`src/rtl/mem_lsu_ysyx_23060136.sv`:
```
// ---------------------------------------------------------------------------
// mem_lsu_ysyx_23060136 -- memory stage / load-store unit
//
// Accepts one EXU result at a time over a valid/ready handshake. Non-memory
// results and misaligned accesses go straight to the write-back register.
// Aligned loads and stores run a request/response exchange with the memory
// port, then produce a write-back result.
//
// Ports
//   clk, rst             rising-edge clock, synchronous active-high reset
//   MEM_i_* / MEM_o_ready  upstream handshake and captured instruction fields
//   LSU_o_* / LSU_i_*      memory request (addr/wen/wdata/wstrb) and response
//   MEM_o_* / MEM_i_ready  registered write-back result and its handshake
// ---------------------------------------------------------------------------
module mem_lsu_ysyx_23060136 (
    input  logic        clk,
    input  logic        rst,

    // Upstream (EXU) handshake and payload
    input  logic        MEM_i_valid,
    output logic        MEM_o_ready,
    input  logic [31:0] MEM_i_pc,
    input  logic [31:0] MEM_i_inst,
    input  logic [31:0] MEM_i_ALUout,
    input  logic [31:0] MEM_i_CSR_out,
    input  logic [31:0] MEM_i_rs2_data,
    input  logic [4:0]  MEM_i_rd,
    input  logic [2:0]  MEM_i_csr_rd,
    input  logic [3:0]  MEM_i_ctrl,
    input  logic [4:0]  MEM_i_size,
    input  logic        MEM_i_system_halt,

    // Memory port
    output logic        LSU_o_req_valid,
    input  logic        LSU_i_req_ready,
    output logic [31:0] LSU_o_addr,
    output logic        LSU_o_wen,
    output logic [31:0] LSU_o_wdata,
    output logic [3:0]  LSU_o_wstrb,
    input  logic        LSU_i_resp_valid,
    input  logic [31:0] LSU_i_rdata,

    // Downstream (WB) handshake and payload
    output logic        MEM_o_valid,
    input  logic        MEM_i_ready,
    output logic [31:0] MEM_o_pc,
    output logic [31:0] MEM_o_inst,
    output logic [4:0]  MEM_o_rd,
    output logic [2:0]  MEM_o_csr_rd,
    output logic [1:0]  MEM_o_wr,
    output logic [31:0] MEM_o_wb_data,
    output logic [31:0] MEM_o_CSR_out,
    output logic        MEM_o_system_halt
);

    typedef enum logic [1:0] {
        IDLE = 2'd0,
        REQ  = 2'd1,
        RESP = 2'd2
    } state_t;

    state_t state;
    state_t state_next;

    // -----------------------------------------------------------------------
    // Input decode
    // -----------------------------------------------------------------------
    logic       write_gpr_in;
    logic       write_csr_in;
    logic       mem_to_reg_in;
    logic       write_mem_in;
    logic [1:0] off_in;
    logic       is_byte_in;
    logic       is_half_in;
    logic       is_word_in;
    logic       is_mem_in;
    logic       misaligned_in;

    assign {write_gpr_in, write_csr_in, mem_to_reg_in, write_mem_in} = MEM_i_ctrl;
    assign off_in     = MEM_i_ALUout[1:0];

    // Size is one-hot {half_u, byte_u, word, half, byte}; signedness only
    // matters for load extension, so width classes merge both flavours.
    assign is_byte_in = MEM_i_size[0] | MEM_i_size[3];
    assign is_half_in = MEM_i_size[1] | MEM_i_size[4];
    assign is_word_in = MEM_i_size[2];
    assign is_mem_in  = mem_to_reg_in | write_mem_in;

    assign misaligned_in = is_mem_in &&
                           ((is_half_in && off_in[0]) ||
                            (is_word_in && (off_in != 2'b00)));

    // -----------------------------------------------------------------------
    // Handshake qualifiers
    // -----------------------------------------------------------------------
    logic accept;
    logic start_req;
    logic direct_wb;
    logic resp_done;

    // Only take a new op when idle and the write-back slot is free or
    // draining this cycle; held low throughout reset.
    assign MEM_o_ready = !rst && (state == IDLE) && (!MEM_o_valid || MEM_i_ready);
    assign accept      = MEM_i_valid && MEM_o_ready;
    assign start_req   = accept && is_mem_in && !misaligned_in;
    // Non-memory ops and misaligned accesses bypass the memory port.
    assign direct_wb   = accept && !start_req;
    assign resp_done   = (state == RESP) && LSU_i_resp_valid;

    // -----------------------------------------------------------------------
    // FSM
    // -----------------------------------------------------------------------
    always_ff @(posedge clk) begin
        // NOTE: sequential state is updated with non-blocking assignments so
        // every register samples pre-edge values regardless of block order.
        if (rst) begin
            state <= IDLE;
        end else begin
            state <= state_next;
        end
    end

    always_comb begin
        // NOTE: default first so every path assigns state_next (no latch).
        state_next = state;
        unique case (state)
            IDLE:    if (start_req)        state_next = REQ;
            REQ:     if (LSU_i_req_ready)  state_next = RESP;
            RESP:    if (LSU_i_resp_valid) state_next = IDLE;
            default:                       state_next = IDLE;
        endcase
    end

    assign LSU_o_req_valid = !rst && (state == REQ);

    // -----------------------------------------------------------------------
    // Store formatting: replicate data across lanes, strobe the target bytes
    // -----------------------------------------------------------------------
    logic [3:0]  wstrb_in;
    logic [31:0] wdata_in;

    always_comb begin
        wstrb_in = 4'b1111;
        wdata_in = MEM_i_rs2_data;
        if (is_byte_in) begin
            wstrb_in = 4'b0001 << off_in;
            wdata_in = {4{MEM_i_rs2_data[7:0]}};
        end else if (is_half_in) begin
            wstrb_in = 4'b0011 << off_in;
            wdata_in = {2{MEM_i_rs2_data[15:0]}};
        end
    end

    // -----------------------------------------------------------------------
    // Request registers: stable for the whole REQ phase
    // -----------------------------------------------------------------------
    logic [31:0] req_addr;
    logic        req_wen;
    logic [31:0] req_wdata;
    logic [3:0]  req_wstrb;

    always_ff @(posedge clk) begin
        if (rst) begin
            req_addr  <= '0;
            req_wen   <= 1'b0;
            req_wdata <= '0;
            req_wstrb <= '0;
        end else if (start_req) begin
            req_addr  <= {MEM_i_ALUout[31:2], 2'b00};
            req_wen   <= write_mem_in;
            // Loads present no write lanes.
            req_wdata <= write_mem_in ? wdata_in : '0;
            req_wstrb <= write_mem_in ? wstrb_in : 4'b0000;
        end
    end

    assign LSU_o_addr  = req_addr;
    assign LSU_o_wen   = req_wen;
    assign LSU_o_wdata = req_wdata;
    assign LSU_o_wstrb = req_wstrb;

    // -----------------------------------------------------------------------
    // Pending instruction fields, held while the memory access is in flight
    // -----------------------------------------------------------------------
    logic [31:0] p_pc;
    logic [31:0] p_inst;
    logic [31:0] p_alu;
    logic [31:0] p_csr_out;
    logic [4:0]  p_rd;
    logic [2:0]  p_csr_rd;
    logic [1:0]  p_wr;
    logic        p_mem_to_reg;
    logic        p_halt;
    logic [1:0]  p_off;
    logic        p_byte_s;
    logic        p_half_s;
    logic        p_byte_u;
    logic        p_half_u;

    // NOTE: pure datapath holding registers carry no reset; they are only
    // consumed after being loaded on an accept.
    always_ff @(posedge clk) begin
        if (accept) begin
            p_pc         <= MEM_i_pc;
            p_inst       <= MEM_i_inst;
            p_alu        <= MEM_i_ALUout;
            p_csr_out    <= MEM_i_CSR_out;
            p_rd         <= MEM_i_rd;
            p_csr_rd     <= MEM_i_csr_rd;
            p_wr         <= {write_gpr_in, write_csr_in};
            p_mem_to_reg <= mem_to_reg_in;
            p_halt       <= MEM_i_system_halt;
            p_off        <= off_in;
            p_byte_s     <= MEM_i_size[0];
            p_half_s     <= MEM_i_size[1];
            p_byte_u     <= MEM_i_size[3];
            p_half_u     <= MEM_i_size[4];
        end
    end

    // -----------------------------------------------------------------------
    // Load alignment and extension
    // -----------------------------------------------------------------------
    logic [31:0] rdata_shifted;
    logic [31:0] load_data;

    assign rdata_shifted = LSU_i_rdata >> {p_off, 3'b000};

    always_comb begin
        load_data = rdata_shifted;
        if (p_byte_s) begin
            load_data = {{24{rdata_shifted[7]}}, rdata_shifted[7:0]};
        end else if (p_half_s) begin
            load_data = {{16{rdata_shifted[15]}}, rdata_shifted[15:0]};
        end else if (p_byte_u) begin
            load_data = {24'd0, rdata_shifted[7:0]};
        end else if (p_half_u) begin
            load_data = {16'd0, rdata_shifted[15:0]};
        end
    end

    // -----------------------------------------------------------------------
    // Write-back output register
    // -----------------------------------------------------------------------
    always_ff @(posedge clk) begin
        if (rst) begin
            MEM_o_valid       <= 1'b0;
            MEM_o_pc          <= '0;
            MEM_o_inst        <= '0;
            MEM_o_rd          <= '0;
            MEM_o_csr_rd      <= '0;
            MEM_o_wr          <= '0;
            MEM_o_wb_data     <= '0;
            MEM_o_CSR_out     <= '0;
            MEM_o_system_halt <= 1'b0;
        end else if (direct_wb) begin
            // A misaligned access turns into a halt with no register write.
            MEM_o_valid       <= 1'b1;
            MEM_o_pc          <= MEM_i_pc;
            MEM_o_inst        <= MEM_i_inst;
            MEM_o_rd          <= MEM_i_rd;
            MEM_o_csr_rd      <= MEM_i_csr_rd;
            MEM_o_wr          <= misaligned_in ? 2'b00 : {write_gpr_in, write_csr_in};
            MEM_o_wb_data     <= MEM_i_ALUout;
            MEM_o_CSR_out     <= MEM_i_CSR_out;
            MEM_o_system_halt <= misaligned_in | MEM_i_system_halt;
        end else if (resp_done) begin
            // The slot is always empty here: a memory op is only accepted
            // while the previous result drains, and it loads nothing itself.
            MEM_o_valid       <= 1'b1;
            MEM_o_pc          <= p_pc;
            MEM_o_inst        <= p_inst;
            MEM_o_rd          <= p_rd;
            MEM_o_csr_rd      <= p_csr_rd;
            MEM_o_wr          <= p_wr;
            MEM_o_wb_data     <= p_mem_to_reg ? load_data : p_alu;
            MEM_o_CSR_out     <= p_csr_out;
            MEM_o_system_halt <= p_halt;
        end else if (MEM_i_ready) begin
            MEM_o_valid       <= 1'b0;
        end
    end

endmodule

```
`config.mk`:
```
export PLATFORM = sky130hd
export DESIGN_NAME = mem_lsu_ysyx_23060136
export DESIGN_NICKNAME = d
export VERILOG_FILES = /design/src/rtl/mem_lsu_ysyx_23060136.sv
export SDC_FILE = /design/constraint.sdc
export NUM_CORES = 1
export LEC_CHECK = 0
export CAP_MARGIN = 20
export CORE_ASPECT_RATIO = 0.5
export CORE_MARGIN = 2
export CORE_UTILIZATION = 25
export CTS_BUF_LIST = sky130_fd_sc_hd__clkbuf_16
export DETAILED_ROUTE_END_ITERATION = 16
export GPL_TIMING_DRIVEN = 0
export HOLD_SLACK_MARGIN = 0.03
export SLEW_MARGIN = 25
export SYNTH_ARGS = -nofsm -noshare
export SYNTH_HDL_FRONTEND = slang
export SYNTH_SLANG_ARGS = --single-unit
```
`constraint.sdc`:
```
create_clock -name clk -period 9.2 [get_ports clk]
set_input_delay 2.3 -clock clk [delete_from_list [all_inputs] [get_ports clk]]
set_output_delay 2.3 -clock clk [all_outputs]
set_load 0.01 [all_outputs]
```
---- Word level (Yosys, flattened, before mapping) ----
Cells that the tools add are included.
storage, ports and cells
  bits in latches ......................... 0
  memory bits (writable) .................. 0
  memories kept ........................... 0
  logic and storage cells ................. 97
  bits of input ports ..................... 216
  register bits ........................... 355
  memory bits (read-only) ................. 0
  output and inout bits ................... 211
operators by class
  eq/ne operators ......................... 5
  multipliers ............................. 0
  magnitude comparators ................... 0
  bitwise operators ....................... 4
  shift operators ......................... 3
  $add $sub $neg .......................... 0
  muxes and demuxes ....................... 35
  reduce and logical (&&, ||, !) cells .... 22
  divide/modulo/power cells ............... 0
operators by type and width
  cell                                              number
  two-way mux 32 bit                                16
  right shift 32 x 5 -> 32 bit                      1
  two-way mux 2 bit                                 6
  two-way mux 4 bit                                 3
  logical AND 1 bit                                 11
  two-way mux 5 bit                                 2
  two-way mux 3 bit                                 2
  != test 2 bit (second input constant)             3
  case mux 2 bit (3 select lines)                   1
  two-way mux 1 bit                                 5
  zero test 1 bit                                   4
  bitwise OR 1 bit                                  4
  nonzero test 2 bit                                2
  << shifter 1 x 2 -> 4 bit (first input constant)  1
  << shifter 2 x 2 -> 4 bit (first input constant)  1
  AND reduction 3 bit                               1
  nonzero test 3 bit                                1
  == test 2 x 1 -> 1 bit (second input constant)    1
  == test 2 bit (second input constant)             1
  zero test 2 bit                                   1
  logical OR 1 bit                                  2

---- Depth between registers and ports, before layout ----
Gate-level depths: netlist (run 1).
  depth in word-level cells ............... 9
  mapped depth ............................ 10
  gate-level depth less buffers ........... 7

---- Least setup slack after synthesis (run 1) ----
OpenSTA, ideal clock, no wires.
  kind .................................... in2reg
  start point ............................. input rst
  end point ............................... register MEM_o_wb_data[15]
  path slack .............................. 1,421 ps
  setup time .............................. 134 ps
  stages .................................. 8
  data arrival time ....................... 7,645 ps
  required time ........................... 9,066 ps
  buffers on the path ..................... 2
  cells stage by stage .................... clkbuf_1 nor2_1 nand4b_2 inv_2 buf_1 a21oi_1 a21oi_1 o22ai_1
between the ends
  longest elaborated chain between the ends .. 9
  elaborated cells on any way between the ends .. 10
  those cells by class .................... mux (1); reduce/logical (9)
RTL lines
  what                                                             line  text
  start, declared                                                  17    input logic rst,
  zero test 1 bit (*)                                              103   assign MEM_o_ready = !rst && (state == IDLE) && (!MEM_o_valid || MEM_i_ready);
  logical AND 1 bit (*) (2 in a row)                               103
  logical AND 1 bit (*)                                            104   assign accept = MEM_i_valid && MEM_o_ready;
  via accept                                                       96    logic accept;
  logical AND 1 bit (2 in a row)                                   105   assign start_req = accept && is_mem_in && !misaligned_in;
  zero test 1 bit                                                  107   assign direct_wb = accept && !start_req;
  logical AND 1 bit (*)                                            107
  two-way mux 32 bit / nonzero test 2 bit (equally long branches)  -
  end signal, assigned                                             264   MEM_o_wb_data <= MEM_i_ALUout;
  end signal, assigned                                             276   MEM_o_wb_data <= p_mem_to_reg ? load_data : p_alu;
  end, declared                                                    51    output logic [31:0] MEM_o_wb_data,
Mark *: on every way through the listed nets, which the timed path passes. The rest lies on a longest branch.
A chain may end at the register's enable or synchronous reset.

---- Worst setup path in the final report (run 1) ----
  start point ............................. input MEM_i_ready
  end point ............................... output MEM_o_ready
between the ends
  longest elaborated chain between the ends .. 2
RTL lines
  what               line  text
  start, declared    45    input logic MEM_i_ready,
  logical OR 1 bit   103
  logical AND 1 bit  103
  end, declared      21    output logic MEM_o_ready,
No other way between the ends.

==> results of run 1 <==
## worst min-delay path: stages, from the launching register on
cell and delay, ps:
dfxtp_1 310, nand2_1 50, a21oi_1 50
## per-layer routing
metal	wire length [um]	GRT usage, %	vias to the layer above	part of all wire (%)
met5	0	0	-	0
met2	28700	33.4	402	53
met4	2780	9.42	0	5.1
met3	2480	2.73	114	4.6
met1	20200	20.3	6031	37
li1	-	-	5798	-
## power groups by stage
stage / combinational, W / sequential (W) / clock (W)
3_5_place_dp: 0.000449 / 0.00177 / 0
6_report: 0.000451 / 0.00173 / 0.00145
4_1_cts: 0.000451 / 0.00173 / 0.00148
3_3_place_gp: 0.000434 / 0.00178 / 0
5_1_grt: 0.000480 / 0.00174 / 0.00155
2_1_floorplan: 0.000151 / 0.00179 / 0
## final cells by class
type                       count  area share, %
timing repair buffer         430           21.8
tap                          713           4.42
inverter                      10          0.186
clock buffer                  37           4.58
antenna                        6         0.0743
multi-input combinational    863           23.7
clock inverter                31           1.12
sequential                   353           42.1
buffer                       101           2.02
## cell families after synthesis
family,after synthesis,share of synthesized area [%]
adders and majority gates,4,0.365
other,1,0.0273
DFF,353,62.0
buffers and inverters,111,3.24
muxes,41,3.15
AOI/OAI and AO/OA,434,19.5
and+or+nand+nor,382,11.8
## synthesized netlist by cell type (all sizes together) (2+ instances only)
| library cell | instances | area (um^2) |
|---|---|---|
| nand2 | 253 | 950 |
| a21oi | 217 | 1100 |
| dfxtp | 209 | 4180 |
| edfxtp | 144 | 4320 |
| a22oi | 114 | 856 |
| clkbuf | 81 | 304 |
| nor2 | 45 | 171 |
| o21ai | 38 | 190 |
| mux2i | 33 | 330 |
| nor3 | 22 | 115 |
| nand3 | 21 | 105 |
| buf | 20 | 103 |
| nor4 | 13 | 81.3 |
| o211ai | 13 | 97.6 |
| o221ai | 11 | 96.3 |
| and2 | 8 | 50.1 |
| inv | 8 | 30.0 |
| nor2b | 8 | 50.1 |
| o22ai | 8 | 50.1 |
| mux2 | 7 | 78.8 |
| a31oi | 6 | 37.5 |
| a211oi | 5 | 37.5 |
| o21bai | 5 | 37.5 |
| ha | 4 | 50.1 |
| o221a | 4 | 45.0 |
| a211o | 2 | 17.5 |
| a221oi | 2 | 23.8 |
| clkinv | 2 | 7.51 |
| nand2b | 2 | 12.5 |
| nand3b | 2 | 15.0 |
| o2111ai | 2 | 17.5 |
| or2 | 2 | 12.5 |
## worst max path at each step
stage / startpoint / end / slack (ps) / depth (start not counted)
after floorplan: rst / MEM_o_wb_data[15]$_SDFFE_PP0P_ / 1420 / 8
after global placement: MEM_i_ready / MEM_o_wb_data[30]$_SDFFE_PP0P_ / -1510 / 8
after detailed placement: MEM_i_ready / MEM_o_ready / 3260 / 5
after CTS: MEM_i_ready / MEM_o_ready / 3260 / 5
after global routing: MEM_i_ready / MEM_o_ready / 3210 / 5
final: MEM_i_ready / MEM_o_ready / 3270 / 5
## through the flow
stage	setup TNS (ps)	total power [W]	utilization (%)	std cells
6_report	0	0.00364	37.4	2544
5_1_grt	0	0.00377	37.4	2544
4_1_cts	0	0.00366	37.4	2538
3_5_place_dp	0	0.00221	35.3	2470
3_3_place_gp	-201190	0.00221	34.9	2463
2_1_floorplan	0	0.00194	-	1327
## placed cells by master, fill, tap and decap left out, types with 6 or more instances in the layout
cell             count
nor2b_1              8
clkdlybuf4s50_1    423
o21ai_0             38
o22ai_1              8
clkbuf_16           37
mux2_2               7
o221ai_1            11
diode_2              6
nor2_1              44
a21oi_1            216
mux2i_1             33
edfxtp_1           144
a31oi_1              6
and2_1               8
o211ai_1            13
nor3_1              20
inv_1               19
nand2_1            253
a22oi_1            114
nor4_1              13
dfxtp_1            209
clkbuf_1            81
clkinv_1             6
buf_2               14
nand3_1             21
==> results_dict.tcl, run 1 <==
set metrics [dict create \
    worst-r2r-cell-count 9 \
    number_of_instances_in_the_synthesized_netlist 1326 \
    holdBufCountCts 0 \
    postCtsSetupRepairBufs 0 \
    ys_async_sr_fraction_pct 0 \
    fin_skew_ps 21.3 \
    holdPathEnd "LSU_o_wdata[15]$_SDFFE_PP0P_" \
    hold_violations 0 \
    post_synth_cell_types 55 \
    hold_path_stages 2 \
    timing.fmax_mhz 169 \
    worstReg2RegStart "state[1]$_SDFFE_PP0P_" \
    status "finished clean" \
    power.sequential.fraction_pct 47.6 \
    core.rowCount 60 \
    vias_in_the_first_global_route 11951 \
    post-dp-hpwl_um 41200 \
    synth.yosys.warnings 0 \
    io_pins 427 \
    whs_ps 451 \
    antenna_violating_nets_post_route 0 \
    post_route_cells_drive_above_1_share_pct 5.37 \
    dpl_cell_area_um2 19000 \
    tightest_slew_ps 978 \
    dominantRegCellSynth "dfxtp_1" \
    dieArea_um2 56900 \
    max_cap_viol_count 0 \
    synth.cell_area_um2 13700 \
    worst_path_max_fanout 3 \
    routed_wirelength_um 54100 \
    n_fill_cell 5291 \
    crit_path_setup_slack_layout_ps 3270 \
    cts-root-buf "clkbuf_16" \
    pwr-share-clk_pct 40.0 \
    drtPass1Iterations 5 \
    cp.buffers_inverters 2 \
    grt.overflow.total 0 \
    die_width_um 335 \
    crit_top_cell "clkdlybuf4s50_1" \
    maximum_root_to_sink_buffer_count 3 \
    power.ir.vdd_worst_mv 0.0836 \
    critPathMaxStageDelay_ps 600 \
    endpoint_kind "output pin" \
    min_from "LSU_o_wdata[15]$_SDFFE_PP0P_" \
    cell_pwr_density_nw_per_um2 180 \
    power.leakage_nw 6.68 \
    routed_wire_length_per_instance_um 21.3 \
    p_sw_share_pct 25.3 \
    regToRegEndpoint "p_pc[4]$_DFFE_PP_" \
    hold_path.class "reg -> reg" \
    combPwrFrac_pct 12.4 \
    critical_path.slowest_cell "clkdlybuf4s50_1" \
    grt_max_degree 31 \
    grt_antenna_before_repair 6 \
    sequential_cell_area_um2 8510 \
    critical_path.startpoint_type "input port" \
    seq_area_frac_synth_pct 62.0 \
    critPathArrivalTime_ps 3630 \
    clk_latency_ps 540 \
    vias 12345 \
    placeable_core_region_um2 54000 \
    max_transition_margin_pct 34.2 \
    syn_to_final_growth_pct 47.2 \
    die_y_um 170 \
    setup-violations-final 0 \
    track_usage_pct 18.1 \
    crit_type "in -> out" \
    synth_enable_flop_cells 144 \
    seq_cells_post_synth 353 \
    initial_core_util_pct 25.4 \
    crit_chain "clkdlybuf4s50_1, nand2b_1, nand2_1, nor2_1, clkdlybuf4s50_1" \
    worst_path_dominant_cell_family "buffers and inverters" \
    worst-r2r-setup-slack_ps 6330 \
    fin_area_um2 20200 \
    pre_cts_ws_ps 3260 \
    period_needed_ps 5930 \
    final_net_count 2016 \
    switching_power_w 0.000922 \
    clock_h_tree_levels 2 \
    cts_repair_resize_count 0 \
    detail_route.iter0.violations 951 \
    route.detailed.vias_per_inst 4.85 \
    grt_first_pass_wirelength_um 77500 \
    multi_input_area_um2 4780 \
    clk_pin_slew_worst_paths_ps 60 \
    critPathRequiredTime_ps 6900 \
    rsz0062_at_grt "false" \
    place_congestion 0.916 \
    detail_route.drc_violations 0 \
    timing.final.max_slew_violations 0 \
    tritoncts "done" \
    cellInternalPower_w 0.00272 \
    post-route-period-util_pct 64.5 \
    synth.avg_cell_area_um2 10.4 \
    buffer_ports.inserted 423 \
    tritoncts_num_sinks 353 \
    cts_inserted_buffers 37 \
]
Note: power is estimated with default switching activity, not from simulation.
==> run 2, diff against run 1 <==
clock period = 5.9 ns   (was 9.2 ns; I/O delays follow)
==> run 2 against run 1 <==
Against the previous run:
- first-iteration DRC count down 0.63%
- utilization down 0.27 points
- wire length down 0.69%
- cell count down 0.12%
- non-clock buffer count down 6
- worst hold slack better by 0.60 ps
- via count down 0.59%
- combinational power up 52%
- clock power up 55%
- critical path depth unchanged
- largest cell class unchanged
- largest power group unchanged
==> results_dict.tcl, run 2 (synthesis results as in run 1) <==
set metrics [dict create \
    status "finished clean" \
    setup-violations-final 0 \
    fin_area_um2 20100 \
    critical_path.startpoint "MEM_i_ready" \
    grt_first_pass_wirelength_um 77600 \
    tightest_slew_ps 1030 \
    buffer_ports.inserted 423 \
    power.ir.vdd_worst_mv 0.142 \
    hold_violations 0 \
    crit_chain "clkdlybuf4s50_1, nand2b_1, nand2_1, nor2_1, clkdlybuf4s50_1" \
    dieArea_um2 56900 \
    critPathMaxStageDelay_ps 600 \
    initial_core_util_pct 25.4 \
    max_transition_margin_pct 30.8 \
    detail_route.drc_violations 0 \
    n_fill_cell 5316 \
    place_congestion 0.878 \
    worstSetupEndpoint "MEM_o_ready" \
    pre_cts_ws_ps 1200 \
    worst-r2r-setup-slack_ps 3110 \
    route.top_layer_used "met4" \
    critical_path_cell_count 5 \
    holdBufCountCts 0 \
    route.layer.met1.wl_um 20700 \
    period_needed_ps 4290 \
    io_pins 427 \
    cts_inserted_buffers 37 \
    worst-r2r-cell-count 6 \
    critPathRequiredTime_ps 4430 \
    combPwrFrac_pct 12.2 \
    tritoncts "done" \
    placed_cell_count 2464 \
    rsz0062_at_grt "false" \
    postCtsSetupRepairBufs 0 \
    syn_to_final_growth_pct 46.1 \
    post_route_cells_drive_above_1_share_pct 5.00 \
    clk_latency_ps 550 \
    drtPass1Iterations 5 \
    layout.cells.non_filler 2541 \
    crit_type "in -> out" \
    pwr-share-clk_pct 39.9 \
    cts-root-buf "clkbuf_16" \
    grt_antenna_before_repair 8 \
    crit_top_cell "clkdlybuf4s50_1" \
    cell_pwr_density_nw_per_um2 281 \
    clock_h_tree_levels 2 \
    cts_repair_resize_count 0 \
    maximum_root_to_sink_buffer_count 3 \
    track_usage_pct 18.1 \
    endpoint_kind "output pin" \
    post-route-period-util_pct 72.7 \
    timing.fmax_mhz 233 \
    final_cell_mix "423 x clkdlybuf4s50_1, 253 x nand2_1, 216 x a21oi_1" \
    placeable_core_region_um2 54000 \
    hold_path.class "reg -> reg" \
    die_width_um 335 \
    grt_max_degree 83 \
    critical_path.slowest_cell "clkdlybuf4s50_1" \
    fin_skew_ps 23.2 \
    vias 12272 \
    antenna_violating_nets_post_route 0 \
    final_common_cell "clkdlybuf4s50_1" \
    core.rowCount 60 \
    routed-wl-met2_um 28600 \
    power.sequential.fraction_pct 48.0 \
    regToRegEndpoint "MEM_o_inst[10]$_SDFFE_PP0P_" \
    routed_wire_length_per_instance_um 21.2 \
    sequential_cell_area_um2 8510 \
    die_y_um 170 \
    critPathArrivalTime_ps 2810 \
    multi_input_area_um2 4780 \
    final_net_count 2010 \
    p_sw_share_pct 25.1 \
    critical_path.startpoint_type "input port" \
    switching_power_w 0.00142 \
    vias_in_the_first_global_route 11759 \
    dpl_cell_area_um2 18900 \
    grt.overflow.total 0 \
    post-dp-hpwl_um 40600 \
    max_cap_viol_count 0 \
    worst_path_max_fanout 3 \
    route.detailed.vias_per_inst 4.83 \
    cellInternalPower_w 0.00422 \
    report.power.total_w 0.00564 \
    worstReg2RegStart "state[0]$_SDFFE_PP0P_" \
    cp.buffers_inverters 2 \
    power.leakage_nw 6.60 \
    tritoncts_num_sinks 353 \
    clk_pin_slew_worst_paths_ps 60 \
    route.met3.wl_um 2050 \
    worst_path_dominant_cell_family "buffers and inverters" \
    detail_route.iter0.violations 945 \
    routed_wirelength_um 53700 \
    crit_path_setup_slack_layout_ps 1610 \
    timing.final.max_slew_violations 0 \
]
## run 2: metal layers
layer	track usage (%)	up-vias
met1	20.7	6050
met3	2.70	102
li1	-	5792
met4	9.05	0
met2	33.1	328
met5	0	-
## run 2: worst register-to-register path: stages, from the launching register on
cell	delay (ps)
dfxtp_1	360
and3b_1	230
clkbuf_1	500
clkbuf_1	680
clkbuf_1	550
a22oi_1	260
a21oi_1	170
## run 2: how the worst min path moves through the flow
stage / startpoint / to / slack [ps] / depth (start not counted)
after floorplan: LSU_o_wdata[0]$_SDFFE_PP0P_ / LSU_o_wdata[0]$_SDFFE_PP0P_ / 480 / 2
after global placement: LSU_o_wdata[9]$_SDFFE_PP0P_ / LSU_o_wdata[9]$_SDFFE_PP0P_ / 440 / 2
after detailed placement: LSU_o_wstrb[0]$_SDFFE_PP0P_ / LSU_o_wstrb[0]$_SDFFE_PP0P_ / 440 / 2
after CTS: LSU_o_wstrb[0]$_SDFFE_PP0P_ / LSU_o_wstrb[0]$_SDFFE_PP0P_ / 450 / 2
after global routing: LSU_o_wdata[20]$_SDFFE_PP0P_ / LSU_o_wdata[20]$_SDFFE_PP0P_ / 470 / 2
final: MEM_o_pc[28]$_SDFFE_PP0P_ / MEM_o_pc[28]$_SDFFE_PP0P_ / 450 / 2
## run 2: final cells by class
| cell class | instances | share of cell area [%] |
|---|---|---|
| Inverter | 10 | 0.187 |
| Clock buffer | 37 | 4.62 |
| Clock inverter | 31 | 1.08 |
| Buffer | 101 | 2.08 |
| Tap cell | 713 | 4.45 |
| Timing Repair Buffer | 424 | 21.2 |
| Multi-Input combinational cell | 863 | 23.8 |
| Antenna cell | 9 | 0.112 |
| Sequential cell | 353 | 42.4 |
## run 2: power groups by stage
stage / registers (W) / clock network, W / logic [W]
after global placement: 0.00276 / 0 / 0.000677
after global routing: 0.00271 / 0.00240 / 0.000731
after floorplan: 0.00278 / 0 / 0.000236
after detailed placement: 0.00275 / 0 / 0.000684
after CTS: 0.00270 / 0.00229 / 0.000687
final: 0.00270 / 0.00225 / 0.000687
## run 2: per-stage QoR
step	TNS, ps	utilization [%]	hold slack, ps
after global placement	-88770	34.9	439
after detailed placement	0	35.0	443
after floorplan	0	-	476
final	0	37.2	451
after global routing	0	37.2	469
after CTS	0	37.1	452
==> run 3, diff against run 2 <==
clock period = 4.06 ns   (was 5.9 ns; I/O delays follow)
==> run 3 against run 2 <==
Against the previous run:
- via count decreased by 1.5%
- utilization about the same
- sequential share of layout area about the same
- clock skew increased by 3.5 ps
- largest cell class unchanged
==> results_dict.tcl, run 3 (synthesis results as in run 1) <==
set metrics [dict create \
    critPathRequiredTime_ps 4520 \
    report.power.total_w 0.00826 \
    drtPass1Iterations 5 \
    max_transition_margin_pct 26.7 \
    hold_violations 0 \
    tightest_slew_ps 1090 \
    die_width_um 335 \
    critPathArrivalTime_ps 4120 \
    grt_first_pass_wirelength_um 77200 \
    antenna_violating_nets_post_route 0 \
    grt.overflow.total 0 \
    vias_in_the_first_global_route 12012 \
    vias 12090 \
    cts_repair_resize_count 0 \
    syn_to_final_growth_pct 46.3 \
    setup-violations-final 0 \
    dieArea_um2 56900 \
    endpoint_kind "flip-flop" \
    final_cell_mix "423 x clkdlybuf4s50_1, 253 x nand2_1, 216 x a21oi_1" \
    tritoncts_num_sinks 353 \
    postCtsSetupRepairBufs 0 \
    clock_h_tree_levels 2 \
    worst_path_max_fanout 10 \
    io_pins 427 \
    grt_max_degree 87 \
    cts_inserted_buffers 37 \
    cts-root-buf "clkbuf_16" \
    power.ir.vdd_worst_mv 0.251 \
    hold_path.class "reg -> reg" \
    post-dp-hpwl_um 40600 \
    final_common_cell "clkdlybuf4s50_1" \
    placeable_core_region_um2 54000 \
    routed_wire_length_per_instance_um 21.2 \
    crit_chain "clkdlybuf4s50_1, inv_1, ha_1, inv_1, a221oi_2, nor2_2, buf_2, buf_2, a22oi_1, a21oi_1" \
    place_congestion 0.910 \
    crit_type "in -> reg" \
    route.detailed.vias_per_inst 4.76 \
    grt_use_met3_pct 2.23 \
    critical_path.startpoint_type "input port" \
    detail_route.drc_violations 0 \
    groute.layer.met2.usage_pct 32.5 \
    critical_path.slowest_cell "clkdlybuf4s50_1" \
    clk_pin_slew_worst_paths_ps 60 \
    fin_skew_ps 26.8 \
    status "finished clean" \
    post_route_cells_drive_above_1_share_pct 5.00 \
    buffer_ports.inserted 423 \
    holdBufCountCts 0 \
    period_needed_ps 3660 \
    grt_antenna_before_repair 10 \
    post-route-period-util_pct 90.2 \
    track_usage_pct 18.0 \
    n_fill_cell 5357 \
    grt_use_met1_pct 20.5 \
    final_net_count 2010 \
    busiest_layer "met2" \
    core.rowCount 60 \
    rsz0062_at_grt "false" \
    cell_pwr_density_nw_per_um2 411 \
    power.leakage_nw 6.64 \
    timing.final.max_slew_violations 0 \
    routed_wirelength_um 53800 \
    critPathMaxStageDelay_ps 760 \
    clk_latency_ps 540 \
    timing.fmax_mhz 273 \
    max_cap_viol_count 0 \
    initial_core_util_pct 25.4 \
    tritoncts "done" \
    maximum_root_to_sink_buffer_count 3 \
    die_y_um 170 \
    detail_route.iter0.violations 921 \
    whs_ps 450 \
]
==> run 3: worst paths after layout <==
check,from,end,depth (start not counted),slack (ps)
max,MEM_i_ALUout[0],MEM_o_pc[30]$_SDFFE_PP0P_,10,400
min reg2reg,LSU_o_wdata[13]$_SDFFE_PP0P_,LSU_o_wdata[13]$_SDFFE_PP0P_,2,450
max reg2reg,state[1]$_SDFFE_PP0P_,MEM_o_wb_data[13]$_SDFFE_PP0P_,8,1280
min,LSU_o_wdata[13]$_SDFFE_PP0P_,LSU_o_wdata[13]$_SDFFE_PP0P_,2,450
==> run 3: power by group <==
part | internal, W | switching, W
Sequential | 0.00386 | 0.0000685
Combinational | 0.000471 | 0.000528
Clock | 0.00187 | 0.00146
==> run 3: final cells by class <==
type / count / area (um^2) / share of cell area [%]
Timing Repair Buffer: 424 / 4260 / 21.2
Tap cell: 713 / 892 / 4.44
Sequential cell: 353 / 8510 / 42.4
Multi-Input combinational cell: 863 / 4780 / 23.8
Buffer: 101 / 418 / 2.08
Antenna cell: 10 / 25.0 / 0.125
Clock inverter: 29 / 185 / 0.922
Inverter: 10 / 37.5 / 0.187
Clock buffer: 39 / 976 / 4.86
==> run 3: stage by stage <==
step	cell area, um^2	instances	setup TNS [ps]	utilization [%]	setup WS, ps
2_1_floorplan	13700	1327	0	-	744
3_3_place_gp	18900	2463	-40050	34.9	-418
3_5_place_dp	18900	2464	-3280	35.0	-168
4_1_cts	20100	2532	0	37.2	386
5_1_grt	20100	2542	0	37.2	206
6_report	20100	2542	0	37.2	397
==> run 3: critical path, delay by kind of cell <==
kind / cells / cell delay, ps
buf+inv: 5 / 1740
compound gates: 3 / 480
simple gates: 1 / 620
fa+ha+maj: 1 / 250
==> run 3: metal layers <==
metal | up-vias | share of wire [%]
li1 | 5778 | -
met1 | 5827 | 39
met2 | 354 | 52
met3 | 131 | 3.7
met4 | 0 | 5.5
met5 | - | 0
